[src/rtl/keypad_pkg.sv]
// Shared types and constants for the keypad entry block: FSM states,
// special key indices, key-to-digit map and small decode helpers.
package keypad_pkg;

    typedef enum logic [1:0] {
        SCAN     = 2'd0,
        PRESS_DB = 2'd1,
        HELD     = 2'd2,
        REL_DB   = 2'd3
    } state_e;

    localparam int unsigned ENTRY_W = 19;
    localparam int unsigned MAG_W   = 10;

    localparam logic [3:0] KEY_A    = 4'd3;
    localparam logic [3:0] KEY_STAR = 4'd12;
    localparam logic [3:0] KEY_HASH = 4'd14;
    localparam logic [3:0] NO_DIGIT = 4'hF;

    // Key index (row*4+col) to decimal digit; NO_DIGIT marks letters, '*' and '#'.
    localparam logic [15:0][3:0] KEY_DIGIT = {
        4'hF, 4'hF, 4'h0, 4'hF,   // 15..12 : D # 0 *
        4'hF, 4'h9, 4'h8, 4'h7,   // 11..8  : C 9 8 7
        4'hF, 4'h6, 4'h5, 4'h4,   //  7..4  : B 6 5 4
        4'hF, 4'h3, 4'h2, 4'h1    //  3..0  : A 3 2 1
    };

    // Index of the driven (low) row.
    function automatic logic [1:0] row_index(input logic [3:0] row_n);
        logic [1:0] idx;
        case (row_n)
            4'b1110: idx = 2'd0;
            4'b1101: idx = 2'd1;
            4'b1011: idx = 2'd2;
            default: idx = 2'd3;
        endcase
        return idx;
    endfunction

    // Lowest-index low column wins when several are pressed.
    function automatic logic [1:0] first_low_col(input logic [3:0] col_n);
        logic [1:0] idx;
        if (!col_n[0])      idx = 2'd0;
        else if (!col_n[1]) idx = 2'd1;
        else if (!col_n[2]) idx = 2'd2;
        else                idx = 2'd3;
        return idx;
    endfunction

    // Two's-complement view of a sign/magnitude entry; -0 yields 0.
    function automatic logic [ENTRY_W-1:0] signed_entry(input logic neg,
                                                         input logic [MAG_W-1:0] mag);
        logic [ENTRY_W-1:0] ext;
        ext = ENTRY_W'(mag);
        return neg ? (ENTRY_W'(0) - ext) : ext;
    endfunction

endpackage

[src/rtl/keypad_scan.sv]
// Row scanner and press/release debouncer for a 4x4 active-low keypad.
// Emits a registered strobe/code pair plus their next-cycle values so the
// datapath can act on a key in the same cycle the strobe appears.
module keypad_scan
    import keypad_pkg::*;
#(
    parameter int unsigned SCAN_BIT        = 17,
    parameter int unsigned DEBOUNCE_CYCLES = 500000
) (
    input  logic       clk1,
    input  logic       reset1,
    input  logic [3:0] col_n_i,
    output logic [3:0] row_n_o,
    output logic       key_strobe_o,
    output logic [3:0] key_code_o,
    output logic       key_strobe_c_o,
    output logic [3:0] key_code_c_o
);

    localparam int unsigned SCAN_W = SCAN_BIT + 1;
    localparam int unsigned DB_W   = (DEBOUNCE_CYCLES > 1) ? $clog2(DEBOUNCE_CYCLES) : 1;
    localparam logic [DB_W-1:0] DB_LAST = DB_W'(DEBOUNCE_CYCLES - 1);

    state_e            state_q, state_d;
    logic [SCAN_W-1:0] scan_cnt_q, scan_cnt_d;
    logic [DB_W-1:0]   db_cnt_q, db_cnt_d;
    logic [3:0]        row_n_q, row_n_d;
    logic [3:0]        snap_q, snap_d;
    logic              strobe_q, strobe_d;
    logic [3:0]        code_q, code_d;

    // State and datapath registers.
    always_ff @(posedge clk1 or posedge reset1) begin
        if (reset1) begin
            state_q    <= SCAN;
            scan_cnt_q <= '0;
            db_cnt_q   <= '0;
            row_n_q    <= 4'b1110;
            snap_q     <= 4'hF;
            strobe_q   <= 1'b0;
            code_q     <= 4'd0;
        end else begin
            state_q    <= state_d;
            scan_cnt_q <= scan_cnt_d;
            db_cnt_q   <= db_cnt_d;
            row_n_q    <= row_n_d;
            snap_q     <= snap_d;
            strobe_q   <= strobe_d;
            code_q     <= code_d;
        end
    end

    // Next-state: scan rows, debounce press, hold, debounce release.
    always_comb begin
        state_d    = state_q;
        scan_cnt_d = scan_cnt_q;
        db_cnt_d   = db_cnt_q;
        row_n_d    = row_n_q;
        snap_d     = snap_q;
        strobe_d   = 1'b0;
        code_d     = code_q;

        case (state_q)
            SCAN: begin
                if (col_n_i != 4'hF) begin
                    snap_d   = col_n_i;
                    db_cnt_d = '0;
                    state_d  = PRESS_DB;
                end else begin
                    scan_cnt_d = scan_cnt_q + SCAN_W'(1);
                    if (scan_cnt_d[SCAN_BIT] != scan_cnt_q[SCAN_BIT]) begin
                        row_n_d = {row_n_q[2:0], row_n_q[3]};
                    end
                end
            end
            PRESS_DB: begin
                if (col_n_i != snap_q) begin
                    db_cnt_d = '0;
                    state_d  = SCAN;
                end else if (db_cnt_q == DB_LAST) begin
                    db_cnt_d = '0;
                    state_d  = HELD;
                    strobe_d = 1'b1;
                    code_d   = {row_index(row_n_q), first_low_col(snap_q)};
                end else begin
                    db_cnt_d = db_cnt_q + DB_W'(1);
                end
            end
            HELD: begin
                if (col_n_i == 4'hF) begin
                    db_cnt_d = '0;
                    state_d  = REL_DB;
                end
            end
            REL_DB: begin
                if (col_n_i != 4'hF) begin
                    db_cnt_d = '0;
                    state_d  = HELD;
                end else if (db_cnt_q == DB_LAST) begin
                    db_cnt_d   = '0;
                    scan_cnt_d = '0;
                    row_n_d    = {row_n_q[2:0], row_n_q[3]};
                    state_d    = SCAN;
                end else begin
                    db_cnt_d = db_cnt_q + DB_W'(1);
                end
            end
            default: begin
                state_d = SCAN;
            end
        endcase
    end

    assign row_n_o        = row_n_q;
    assign key_strobe_o   = strobe_q;
    assign key_code_o     = code_q;
    assign key_strobe_c_o = strobe_d;
    assign key_code_c_o   = code_d;

endmodule

[src/rtl/keypad_entry.sv]
// Keypad number entry: builds a signed decimal of up to MAX_DIGITS digits
// and commits it on '#'. Define KEYPAD_NEG_EN to let key A toggle the sign;
// otherwise entries are always non-negative.
module keypad_entry
    import keypad_pkg::*;
#(
    parameter int unsigned SCAN_BIT        = 17,
    parameter int unsigned DEBOUNCE_CYCLES = 500000,
    parameter int unsigned MAX_DIGITS      = 3
) (
    input  logic         clk1,
    input  logic         reset1,
    output logic [3:0]   row_n,
    input  logic [3:0]   col_n,
    output logic [18:0]  entry_val,
    output logic [18:0]  value,
    output logic         value_valid,
    output logic         key_strobe,
    output logic [3:0]   key_code,
    output logic [1:0]   digit_count
);

    logic             strobe_c;
    logic [3:0]       code_c;
    logic [3:0]       digit_c;

    logic [MAG_W-1:0]   mag_q, mag_d;
    logic [1:0]         digits_q, digits_d;
    logic               sign_q, sign_d;
    logic [ENTRY_W-1:0] entry_q, entry_d;
    logic [ENTRY_W-1:0] value_q, value_d;
    logic               valid_q, valid_d;

    keypad_scan #(
        .SCAN_BIT        (SCAN_BIT),
        .DEBOUNCE_CYCLES (DEBOUNCE_CYCLES)
    ) u_scan (
        .clk1           (clk1),
        .reset1         (reset1),
        .col_n_i        (col_n),
        .row_n_o        (row_n),
        .key_strobe_o   (key_strobe),
        .key_code_o     (key_code),
        .key_strobe_c_o (strobe_c),
        .key_code_c_o   (code_c)
    );

    assign digit_c = KEY_DIGIT[code_c];

    // Entry, sign and commit registers.
    always_ff @(posedge clk1 or posedge reset1) begin
        if (reset1) begin
            mag_q    <= '0;
            digits_q <= '0;
            sign_q   <= 1'b0;
            entry_q  <= '0;
            value_q  <= '0;
            valid_q  <= 1'b0;
        end else begin
            mag_q    <= mag_d;
            digits_q <= digits_d;
            sign_q   <= sign_d;
            entry_q  <= entry_d;
            value_q  <= value_d;
            valid_q  <= valid_d;
        end
    end

    // Apply the key arriving with next cycle's strobe.
    always_comb begin
        mag_d    = mag_q;
        digits_d = digits_q;
        sign_d   = sign_q;
        value_d  = value_q;
        valid_d  = 1'b0;

        if (strobe_c) begin
            if (digit_c != NO_DIGIT) begin
                if (digits_q < 2'(MAX_DIGITS)) begin
                    mag_d    = (mag_q * MAG_W'(10)) + MAG_W'(digit_c);
                    digits_d = digits_q + 2'd1;
                end
            end else if (code_c == KEY_STAR) begin
                mag_d    = '0;
                digits_d = '0;
                sign_d   = 1'b0;
            end else if (code_c == KEY_HASH) begin
                value_d  = signed_entry(sign_q, mag_q);
                valid_d  = 1'b1;
                mag_d    = '0;
                digits_d = '0;
                sign_d   = 1'b0;
            end
`ifdef KEYPAD_NEG_EN
            else if (code_c == KEY_A) begin
                sign_d = ~sign_q;
            end
`endif
        end

        entry_d = signed_entry(sign_d, mag_d);
    end

    assign entry_val   = entry_q;
    assign value       = value_q;
    assign value_valid = valid_q;
    assign digit_count = digits_q;

endmodule

[config.mk]
export PLATFORM = sky130hd
export DESIGN_NAME = keypad_entry
export DESIGN_NICKNAME = d
export VERILOG_FILES = /design/src/rtl/keypad_pkg.sv /design/src/rtl/keypad_scan.sv /design/src/rtl/keypad_entry.sv
export SDC_FILE = /design/constraint.sdc
export NUM_CORES = 1
export LEC_CHECK = 0
export ABC_AREA = 0
export CORE_ASPECT_RATIO = 1.25
export CORE_UTILIZATION = 45
export DETAILED_ROUTE_END_ITERATION = 7
export PLACE_DENSITY = 0.64
export SETUP_SLACK_MARGIN = 0.05
export SYNTH_ARGS = -nofsm -noshare
export SYNTH_HDL_FRONTEND = slang
export SYNTH_HIERARCHICAL = 1
export SYNTH_SLANG_ARGS = --single-unit
export TNS_END_PERCENT = 10
[constraint.sdc]
create_clock -name clk1 -period 6.1 [get_ports clk1]
set_input_delay 1.525 -clock clk1 [delete_from_list [all_inputs] [get_ports clk1]]
set_output_delay 1.525 -clock clk1 [all_outputs]
set_load 0.05 [all_outputs]
==> flow_summary.json <==
{
  "run_status": "finished, final reports clean",
  "yosysUniqueCellTypes": 92,
  "drt-initial-drc-count": 122,
  "ant_nets": 0,
  "critPathMaxFanout": 4,
  "viasPerCell": 5.48,
  "reg2regPathDepth": 19,
  "leakagePower_nw": 2.78,
  "cp_cell_sequence": "clkdlybuf4s50_1 -> inv_1 -> a222oi_1 -> nand3_1 -> or2_4 -> o21ai_2 -> inv_1 -> ha_1 -> mux4_2 -> clkinv_4 -> ha_1 -> inv_1 -> fa_2 -> nand2b_4 -> a211oi_4 -> xnor3_1 -> o21ai_2 -> o2111ai_2 -> o31ai_2 -> xnor2_1",
  "drc": 0,
  "holdPathStages": 2,
  "clock-sinks": 86,
  "layout_common_cells": "dfrtp_1 (79), clkdlybuf4s50_1 (55), nor2_1 (47), nand2_1 (38)",
  "hold_viol": 0,
  "synth_top_area_frac": 0.369,
  "path_common_cell": "inv_1",
  "crit_arrival_ps": 6020,
  "yosys_warnings": 6,
  "port_buffers": 55,
  "row_count": 44,
  "fin_crit_sh": 0.946,
  "hold_slack_ps": 521,
  "synth_area_leader_cell": "dfrtp_1",
  "reg2reg_to": "entry_val[9]$_DFF_PP0_",
  "area_delta_synth_final_pct": 19.1,
  "ir_drop_mv": 0.171,
  "maxCapViolCount": 0,
  "clk_pin_slew_ps": 60,
  "clock_path_buffers": 2,
  "synth_ff_type": "dfrtp_1",
  "grt_pass1_vias": 4080,
  "worstSetupStartpointType": "input port",
  "worst_clock_skew_ps": 5.64,
  "cts_buffers": 9,
  "place_congestion": 0.858,
  "worstHoldStart": "value[4]$_DFFE_PP0P_",
  "p_per_area_mw_per_mm2": 207,
  "wl_per_cell_um": 15.3,
  "clk_root_buffer_cell": "clkbuf_16",
  "rsz0062_at_grt": "no",
  "maxSlewViolCount": 0,
  "syn_inst": 535,
  "path_depth": 20,
  "syn_area_mm2": 0.00535,
  "drive_gt1_frac": 0.174,
  "cts_tree": "done",
  "setup_tns_ps": 0,
  "fp.dieW_um": 99.6,
  "vias": 4133,
  "ys_ff_latch": 86,
  "slowest_delay_ps": 520,
  "min_path_type": "flop to flop",
  "io_pins": 56,
  "antenna_found_initial": 0,
  "die-area_mm2": 0.0123,
  "syn_area_per_cell_um2": 10.0,
  "dr.pass1.iters": 4,
  "synthArstFlopShare": 1.00,
  "max_slew.worst_pin.slew_ps": 1080,
  "grt_use_total": 0.196,
  "stdcell_count": 754,
  "crit_required_ps": 6360,
  "cts_hold_buf": 0,
  "finalSetupViolations": 0,
  "grt_pass1_wl_um": 19000,
  "htree_levels": 3,
  "clk_latency_ps": 330,
  "synthTopCellsByArea": "dfrtp_1 (37%), ha_1 (5.6%), xnor2_1 (4.1%)",
  "fp.dieH_um": 124,
  "num-nets-final": 620,
  "min_period_ps": 5770,
  "core_mm2": 0.0116,
  "start_util": 0.461,
  "post-place-cells": 737,
  "dp_hpwl_um": 8450,
  "grt_max_degree": 52,
  "num_antenna_cells": 0,
  "overflow": 0,
  "critical_path_buf_inv_count": 5,
  "crit_family": "compound AO/OA/AOI/OAI gates",
  "fmax_mhz": 173,
  "cp-end-kind": "flop",
  "routed_wl_um": 11500,
  "utilization": 0.549,
  "syn-num-nets": 567,
  "synth_edf_count": 0,
  "r2r_start": "u_scan/db_cnt_q[11]$_DFFE_PP0P_",
  "slowest_stage": "mux4_2",
  "final_common_cell": "dfrtp_1",
  "slew_headroom": 0.283,
  "min_to": "value[4]$_DFFE_PP0P_",
  "critical_path_class": "input port to flop",
  "ys_seq_area_frac": 0.404,
  "reg2reg_setup_slack_ps": 1260
}
flip-flops by register name, indices dropped and copies added, names as in the netlist:
signal	cells
value	11
u_scan/snap_q	4
u_scan/key_code_o	4
u_scan/db_cnt_q	19
u_scan/state_q	2
sign_q	1
value_valid	1
digit_count	2
mag_q	9
u_scan/key_strobe_o	1
u_scan/row_n_o	4
entry_val	11
u_scan/scan_cnt_q	17
worst register-to-register path, delay by kind of cell (launching register included):
kind            cells  cell delay, ps
buf+inv             3             220
compound gates      5             940
fa+ha+maj           3             810
simple gates        5            1410
xor+xnor            2             430
mux                 1             520
flops               1             430
Yosys cell counts, types with 5 or more instances:
cell	number
dfrtp_1	79
nor2_1	47
nand2_1	38
o21ai_0	29
xnor2_1	25
ha_1	24
xor2_1	23
inv_1	21
buf_4	19
nand3_1	18
a21oi_1	17
nor3_1	12
nand4_1	9
clkbuf_1	8
dfstp_2	7
mux2_2	7
nand2b_1	7
nor4_1	7
or2_2	6
a211o_1	5
a221o_1	5
a22o_1	5
nor4b_1	5
o22a_1	5
o31ai_1	5
report_power, final:
part | internal (mW) | switching, mW | leakage [nW]
Clock | 0.327 | 0.214 | 0.143
Combinational | 0.0515 | 0.0816 | 1.49
Sequential | 0.610 | 0.0337 | 1.14
Total | 0.989 | 0.330 | 2.78
area by class of cell:
type                    instances  area (um2)
well taps                     161         201
flip-flops and latches         86        2160
clock buffers                  12         246
multi-input cells             388        2890
fillers                      1052        5240
repair buffers                 80         738
inverters                      23        91.3
clock inverters                 4        47.5
how the worst max path moves through the flow:
stage          startpoint                      end  slack [ps]
6_report         col_n[0]   entry_val[9]$_DFF_PP0_         330
5_1_grt          col_n[0]  entry_val[17]$_DFF_PP0_          60
4_1_cts          col_n[0]   entry_val[9]$_DFF_PP0_          70
3_5_place_dp     col_n[0]   entry_val[9]$_DFF_PP0_        -390
3_3_place_gp     col_n[0]   entry_val[9]$_DFF_PP0_        -250
2_1_floorplan    col_n[0]   entry_val[9]$_DFF_PP0_          80
layer usage:
layer / GRT usage / vias to the layer above / wire, um / share of wire
met1: 0.234 / 2029 / 5030 / 0.44
met3: 0.0365 / 18 / 255 / 0.022
li1: - / 2018 / - / -
met5: 0 / - / 0 / 0
met4: 0.0800 / 0 / 180 / 0.016
met2: 0.348 / 68 / 6060 / 0.53
kinds of logic after synthesis:
| family | count (synthesis) | share of synthesized area |
|---|---|---|
| simple gates | 193 | 0.206 |
| compound gates | 110 | 0.153 |
| flops | 86 | 0.404 |
| buf+inv | 61 | 0.0678 |
| xor+xnor | 49 | 0.0827 |
| fa+ha+maj | 26 | 0.0636 |
| mux | 10 | 0.0227 |
timing repair:
| action | in CTS | in global routing |
|---|---|---|
| pin swaps | 0 | 11 |
| endpoints found under the setup margin | 3 | 6 |
| gates resized for setup | 3 | 15 |
| setup buffers | 0 | 1 |
metrics by stage:
| step | cell area (um2) | worst slack (ps) | power (mW) |
|---|---|---|---|
| 2_1_floorplan | 5350 | 79.5 | 0.752 |
| 3_3_place_gp | 6020 | -252 | 0.782 |
| 3_5_place_dp | 6020 | -393 | 0.784 |
| 4_1_cts | 6320 | 65.9 | 1.33 |
| 5_1_grt | 6380 | 56.0 | 1.38 |
| 6_report | 6380 | 332 | 1.32 |
No activity file was read; power rests on OpenSTA's default activity.
==> patch (same flow settings) <==
`DEBOUNCE_CYCLES` is set to 500000 in 2 places; all go to 125000.
--- a/src/rtl/keypad_scan.sv
+++ b/src/rtl/keypad_scan.sv
@@ -5,7 +5,7 @@
     import keypad_pkg::*;
 #(
     parameter int unsigned SCAN_BIT        = 17,
-    parameter int unsigned DEBOUNCE_CYCLES = 500000
+    parameter int unsigned DEBOUNCE_CYCLES = 125000
 ) (
     input  logic       clk1,
     input  logic       reset1,
--- a/src/rtl/keypad_entry.sv
+++ b/src/rtl/keypad_entry.sv
@@ -5,7 +5,7 @@
     import keypad_pkg::*;
 #(
     parameter int unsigned SCAN_BIT        = 17,
-    parameter int unsigned DEBOUNCE_CYCLES = 500000,
+    parameter int unsigned DEBOUNCE_CYCLES = 125000,
     parameter int unsigned MAX_DIGITS      = 3
 ) (
     input  logic         clk1,
Function: no difference found for any inputs over 4 cycles, from zero or initial values and one cycle with reset1 high; that may be too few to reach the edited logic, so the function may still have changed.
==> patch against the original RTL <==
Count of clock-buffer cells in the layout up 1; setup slack better by 0.0069 ns; wire length up 1.3%; cell count up 1.9%; sequential cell count down 2; via count up 1.6%; design area up 0.45%; synthesized area up 1.2%; clock skew up 0.0033 ns; power up 4.7%; largest power group unchanged.
==> patch: results (changes against the original RTL) <==
Parameter                              Value

Finish
  NonClk Buf Share    10.70% (-0.87 points)
  Number of sequential cells    84 (-2.3%)
  Leading registers by flop count    u_scan/db_cnt_q: 17 flops, u_scan/scan_cnt_q: 17 flops
  Multi-input combinational cell count    403 (+3.9%)
  Clock network area share    5.137% (+0.53 points)
  Inverters, non-clock    31 (+35%)
  Filler instances    1056 (+0.38%)
  Count of non-CTS buffers in the layout    73 (-8.8%)
  Multi-input gate share of total cell area    46.25% (+0.91 points)
  Sequential cell area share    32.95% (-0.93 points)
  Clock buffer instance count of the final layout    13 (+1)

Synthesis
  Top cells by area in the synthesized netlist    sky130_fd_sc_hd__dfrtp_1 36%, sky130_fd_sc_hd__ha_1 5.5%, sky130_fd_sc_hd__xor2_1 4.4%
  Unique cell type count in the Yosys netlist    83 (-9.8%)
  Multiplexer fraction of the synthesized cell area    3.256% (+0.99 points)
  Most used standard cells in the synthesized netlist    77 x sky130_fd_sc_hd__dfrtp_1, 47 x sky130_fd_sc_hd__nand2_1, 44 x sky130_fd_sc_hd__nor2_1
  Complex-gate fraction of the synthesized area    13.49% (-1.8 points)
  Net count of the mapped netlist    589 (+3.9%)
  Post-synthesis share of cell area spent on xor and xnor gates    8.014% (-0.26 points)

Power and ir drop
  Leakage power    2.904 nW (+4.6%)
  Peak supply drop    0.1240 mV (-28%)
  Share of total power in sequential cells    45.6% (-3.2 points)
  Clk network pwr share    43.2% (+2.1 points)

Critical path
  Slowest cell on the critical path    sky130_fd_sc_hd__a2111oi_4
  R2r startpoint    u_scan/db_cnt_q[0]
  Arrival time of the worst setup path    5.98 ns (-0.04 ns)
  Worst R2R Setup Slack    1.19 ns (-0.07 ns)

Placement
  Post-detail-place hpwl    8476 µm (+0.29%)
  Weighted congestion reported at the end of routability-driven placement    0.8910 (+3.8%)

Timing
  Share of the clock period used by the worst path    94.44% (-0.11 points)
  Final Skew    0.008968 ns (+0.003330 ns)
  Transition at the pin with the smallest max-transition slack    1.041 ns (-0.03449 ns)

Worst hold path
  Hold-critical path endpoint    value[0]
  Startpoint of the most critical hold path    value[0]

Run status
  Outcome    completed

Global routing
  Via count of the first global-routing pass    4209 (+3.2%)
  Combined global-route utilization of all metal layers    20.26% (+0.69 points)
  Maximum number of pins on one net before global-route repair    50 (-3.8%)

Routing
  Ratio of routed vias to standard cells    5.466 (-0.28%)
[patch: per-layer routing]
| metal | wire length, µm | part of all wire, % | global-route usage [%] | up-vias |
|---|---|---|---|---|
| met5 | 0 | 0 | 0 | - |
| met4 | 235 | 2.0 | 7.758 | 0 |
| met3 | 453 | 3.9 | 4.770 | 18 |
| met2 | 6118 | 52 | 35.33 | 88 |
| met1 | 4877 | 42 | 23.74 | 2044 |
| li1 | - | - | - | 2048 |
[patch: per-stage QoR]
| stage | TNS [ns] | std cells | util, % | instance area (µm²) |
|---|---|---|---|---|
| 4_1_cts | 0 | 766 | 54.45 | 6355 |
| 3_3_place_gp | 0 | 750 | 51.63 | 6026 |
| 2_1_floorplan | 0 | 557 | - | 5418 |
| 5_1_grt | 0 | 768 | 54.89 | 6406 |
| 3_5_place_dp | -0.01531 | 750 | 51.63 | 6026 |
| 6_report | 0 | 768 | 54.89 | 6406 |
